## config.mk

```make
export PLATFORM = sky130hd
export DESIGN_NAME = instr_fetch
export DESIGN_NICKNAME = d
export VERILOG_FILES = /design/src/rtl/instr_fetch.sv
export SDC_FILE = /design/constraint.sdc
export NUM_CORES = 1
export LEC_CHECK = 0
export CAP_MARGIN = 20
export CELL_PAD_IN_SITES_DETAIL_PLACEMENT = 1
export CELL_PAD_IN_SITES_GLOBAL_PLACEMENT = 2
export CORE_MARGIN = 2
export CORE_UTILIZATION = 36
export DETAILED_ROUTE_END_ITERATION = 7
export GPL_TIMING_DRIVEN = 0
export PLACE_DENSITY = 0.92
export SLEW_MARGIN = 20
export SYNTH_ARGS = -nofsm -noshare
export SYNTH_HDL_FRONTEND = slang
export SYNTH_SLANG_ARGS = --single-unit
```

## constraint.sdc

```tcl
create_clock -name clk -period 3.7 [get_ports clk]
set_clock_uncertainty 0.2 [all_clocks]
set_input_delay 0.74 -clock clk [delete_from_list [all_inputs] [get_ports clk]]
set_output_delay 0.74 -clock clk [all_outputs]
set_load 0.01 [all_outputs]
```

## src/rtl/instr_fetch.sv

```systemverilog
// ---------------------------------------------------------------------------
// instr_fetch
//
// Instruction fetch unit for the 4-bit CPU. It owns the program counter.
// On a fetch request it reads one instruction as four nibbles from a
// nibble-wide synchronous program ROM. It then presents the assembled frame
// to the control FSM.
//
// Ports
//   clk          system clock, rising-edge active
//   rst          asynchronous, active-low reset
//   pc_inc_en    advance pc by one instruction
//   pc_set_en    load pc from jump_addr (wins over pc_inc_en)
//   jump_addr    jump target (instruction index)
//   mem_en       fetch request, honoured only when no fetch is pending
//   mem_rd       ROM read strobe
//   mem_addr     ROM nibble address {base, idx}, zero when mem_rd is low
//   mem_rdata    ROM data, valid the cycle after the mem_rd cycle
//   data_frame   last complete instruction {opcode, raddr0, waddr, imm}
//   frame_valid  one-cycle pulse when data_frame has just been updated
//   busy         fetch in progress
//   pc           current program counter
// ---------------------------------------------------------------------------
module instr_fetch #(
  parameter int CAP  = 4,
  parameter int PC_W = 8
) (
  input  logic             clk,
  input  logic             rst,
  input  logic             pc_inc_en,
  input  logic             pc_set_en,
  input  logic [PC_W-1:0]  jump_addr,
  input  logic             mem_en,
  output logic             mem_rd,
  output logic [PC_W+1:0]  mem_addr,
  input  logic [CAP-1:0]   mem_rdata,
  output logic [4*CAP-1:0] data_frame,
  output logic             frame_valid,
  output logic             busy,
  output logic [PC_W-1:0]  pc
);

  typedef enum logic [1:0] {
    IDLE  = 2'd0,
    ISSUE = 2'd1,
    WAIT  = 2'd2
  } state_e;

  state_e              state_q, state_d;
  logic [1:0]          idx_q, idx_d;
  logic [PC_W-1:0]     base_q, base_d;
  logic [PC_W-1:0]     pc_q, pc_d;
  logic                capVld_q;
  logic [1:0]          capIdx_q;
  logic [0:3][CAP-1:0] shadow_q, shadow_d;
  logic [4*CAP-1:0]    frame_q, frame_d;
  logic                frameValid_q;
  logic                frameLoad;

  // Program counter: a jump overrides an increment; the increment wraps
  // naturally at 2^PC_W. Independent of the fetch state machine.
  always_comb begin
    pc_d = pc_q;
    if (pc_set_en) begin
      pc_d = jump_addr;
    end else if (pc_inc_en) begin
      pc_d = pc_q + PC_W'(1);
    end
  end

  // Fetch sequencing. WAIT is the final cycle of a fetch: the frame is
  // published on its exit edge, and a pending request is accepted on that
  // same edge so back-to-back fetches run at one frame every five cycles.
  // The base is taken from the pre-update pc so a same-edge pc change does
  // not affect which instruction is fetched.
  always_comb begin
    state_d   = state_q;
    idx_d     = idx_q;
    base_d    = base_q;
    frameLoad = 1'b0;
    mem_rd    = 1'b0;
    mem_addr  = '0;
    busy      = 1'b0;
    unique case (state_q)
      IDLE: begin
        if (mem_en) begin
          base_d  = pc_q;
          idx_d   = 2'd0;
          state_d = ISSUE;
        end
      end
      ISSUE: begin
        busy     = 1'b1;
        mem_rd   = 1'b1;
        mem_addr = {base_q, idx_q};
        idx_d    = idx_q + 2'd1;
        if (idx_q == 2'd3) begin
          state_d = WAIT;
        end
      end
      WAIT: begin
        busy      = 1'b1;
        frameLoad = 1'b1;
        state_d   = IDLE;
        if (mem_en) begin
          base_d  = pc_q;
          idx_d   = 2'd0;
          state_d = ISSUE;
        end
      end
      default: begin
        state_d = IDLE;
      end
    endcase
  end

  // Each read's data arrives one cycle after its strobe, so the slot to
  // fill is the index issued in the previous cycle. The published frame
  // is taken from shadow_d so the final nibble, captured on the same edge,
  // is already included.
  always_comb begin
    shadow_d = shadow_q;
    if (capVld_q) begin
      shadow_d[capIdx_q] = mem_rdata;
    end
    frame_d = frameLoad ? shadow_d : frame_q;
  end

  always_ff @(posedge clk or negedge rst) begin
    if (!rst) begin
      state_q      <= IDLE;
      idx_q        <= 2'd0;
      base_q       <= '0;
      pc_q         <= '0;
      capVld_q     <= 1'b0;
      capIdx_q     <= 2'd0;
      shadow_q     <= '0;
      frame_q      <= '0;
      frameValid_q <= 1'b0;
    end else begin
      state_q      <= state_d;
      idx_q        <= idx_d;
      base_q       <= base_d;
      pc_q         <= pc_d;
      capVld_q     <= mem_rd;
      capIdx_q     <= idx_q;
      shadow_q     <= shadow_d;
      frame_q      <= frame_d;
      frameValid_q <= frameLoad;
    end
  end

  assign data_frame  = frame_q;
  assign frame_valid = frameValid_q;
  assign pc          = pc_q;

endmodule

```

==> reports/metrics.cfg <==
[sta]
min_period_ns = 3.18
max_freq_mhz = 315
fin_crit_sh_pct = 85.9
layout_setup_ws_ns = 0.522
rsz0062_at_grt = false
maxSlewViolCount = 0
relSlewSlack_pct = 52.7
finalHoldViolations = 0
max_slew.worst_pin.slew_ns = 0.710
setup_viol = 0

[floorplanning]
core_um2 = 6350
die_x_um = 85.0
start_util_pct = 37.2
die_y_um = 85.0
dieArea_um2 = 7230
core.rowCount = 29
num_io_pins = 54

[place]
place_congestion = 0.712
io_buffers = 51
hpwlAfterDp_mm = 3.65
place_ws_ns = 0.857
dp_cells = 301
postPlaceCellArea_um2 = 2970

[yosys]
syn_area_per_cell_um2 = 13.7
ys_types = 25
synth_seq_cells = 56
netlist_area_um2 = 2360
synthesis.nets = 196
postSynthCellCount = 173
yosysSeqAreaShare_pct = 59.3
ys_warn_count = 0

[global_routing]
met1_usage_pct = 17.9
grt_pass1_vias = 1722
grt_max_degree = 57
grt_pass1_wl_mm = 8.53
use_met3_pct = 4.09
grtUsageTotal_pct = 14.9
use_met2_pct = 26.8
antenna_found_initial = 0
grt_busiest_layer = met2
gr-total-overflow = 0

[power]
power.total_uw = 2210
power.leakage_uw = 0.00131
peakVddDrop_v = 0.000288
powerDensity_nw_per_um2 = 724

[routing]
finalWirelength_mm = 5.06
viasPerCell = 5.06
post_drt_wl_per_cell_um = 16.4
antenna_left = 0
drt_iter0_markers = 33
vias = 1562
drt-pass1-iter-count = 4
drc_errors = 0

[min_path]
hold_path.class = reg -> reg
min_from = idx_q[1]$_DFFE_PN0P_

[clock_tree]
cts-root-buf = clkbuf_8
cts.htree.levels = 2
cts_resized = 0
tritoncts = done
cts.clk_slew.worst_paths_ns = 0.10
clock_path_buffers = 2
cts-hold-fix-buffers = 0
cts.sinks = 56
post-cts-setup-buffers = 0
numCtsBuffers = 5
insertion_delay_ns = 0.30

[worst_setup_path]
crit_path_end_kind = output pin
arrival_ns = 2.24
path_class = reg -> out
crit_start = state_q[1]$_DFFE_PN0P_
critPathMaxFanout = 10
r2r_start = state_q[0]$_DFFE_PN0P_
worst-endpoint-required_ns = 2.76
cp-start-kind = flop

[finish]
final_cell_mix = 56 x dfrtp_1, 50 x clkdlybuf4s50_1, 41 x mux2_2, 10 x and2_1, 10 x nand2_1
final_common_cell = dfrtp_1
area_growth_pct = 29.3
n_antenna_cell = 0
fin_cells = 309
fin_nets = 254
drive_gt1_share_pct = 23.7
postLayoutCellArea_um2 = 3060

[outcome]
status = finished clean

[flow_run]
cap_violations = 0

-- layout make-up --
cell class | count | area [µm²]
sequential | 56 | 1400
multi-input combinational | 109 | 925
clock inverter | 2 | 16.3
buffer | 6 | 28.8
fill | 671 | 3290
tap | 77 | 96.3
timing repair buffer | 51 | 508
clock buffer | 6 | 72.6
inverter | 2 | 7.51
-- registers in the layout, summed over array words and instances (netlist names) --
name,flops
capVld_q,1
capIdx_q,2
shadow_q,16
pc,8
base_q,8
frame_valid,1
idx_q,2
state_q,2
data_frame,16
-- where the power goes --
part / total, µW / internal, µW / switching, µW
clock network: 324 / 135 / 189
registers: 991 / 862 / 130
logic: 896 / 536 / 360
total: 2210 / 1530 / 679
-- routing by layer --
metal / part of all wire (%) / routed length, µm / vias up
li1: - / - / 720
met1: 43 / 2170 / 794
met2: 51 / 2570 / 43
met3: 5.7 / 287 / 5
met4: 0.53 / 27 / 0
met5: 0 / 0 / -
-- worst paths after layout --
path / depth (start not counted) / slack (ns) / end
max: 5 / 0.52 / mem_addr[5]
min: 0 / 0.24 / capIdx_q[1]$_DFF_PN0_
max reg2reg: 6 / 1.54 / idx_q[0]$_DFFE_PN0P_
min reg2reg: 0 / 0.24 / capIdx_q[1]$_DFF_PN0_
max in group asynchronous: 1 / 2.54 / data_frame[2]$_DFFE_PN0N_
min in group asynchronous: 1 / 0.28 / data_frame[9]$_DFFE_PN0N_
-- kinds of logic after synthesis --
group	count (synthesis)	synth area share, %
DFF	56	59.3
and+or+nand+nor	43	10.3
muxes	42	20.0
AOI/OAI and AO/OA	14	4.18
buffers and inverters	8	1.54
adders and majority gates	6	3.18
xor gates and xnor gates	4	1.48
-- metrics by stage --
| stage | util (%) | hold WS [ns] | setup TNS (ns) |
|---|---|---|---|
| 3_5_place_dp | 46.7 | 0.229 | 0 |
| 4_1_cts | 48.1 | 0.248 | 0 |
| 6_report | 48.1 | 0.241 | 0 |
| 3_3_place_gp | 46.8 | 0.214 | -0.340 |
| 5_1_grt | 48.1 | 0.264 | 0 |
| 2_1_floorplan | - | 0.191 | 0 |
-- worst max-delay path, stage by stage (launching register included) --
cell,delay (ns)
dfrtp_1,0.42
inv_1,0.09
ha_1,0.31
clkbuf_1,0.34
and2_1,0.23
clkdlybuf4s50_1,0.55
-- Yosys cell counts (all sizes together) --
master	number	share of area [%]
clkbuf	3	0.48
o21ai	10	2.6
o22a	1	0.37
ha	6	3.2
inv	2	0.32
a32o	1	0.42
buf	3	0.74
nor2b	6	1.6
nand3b	2	0.64
o31ai	1	0.32
dfrtp	56	59
mux2i	1	0.42
or4	3	0.95
xnor2	1	0.37
xor2	3	1.1
nor3b	1	0.53
a21boi	1	0.48
nor2	2	0.32
mux2	41	20
nand2	10	1.6
nand3	6	1.3
and2	10	2.6
nand4	3	0.79
Power figures use the tool's default switching activity.
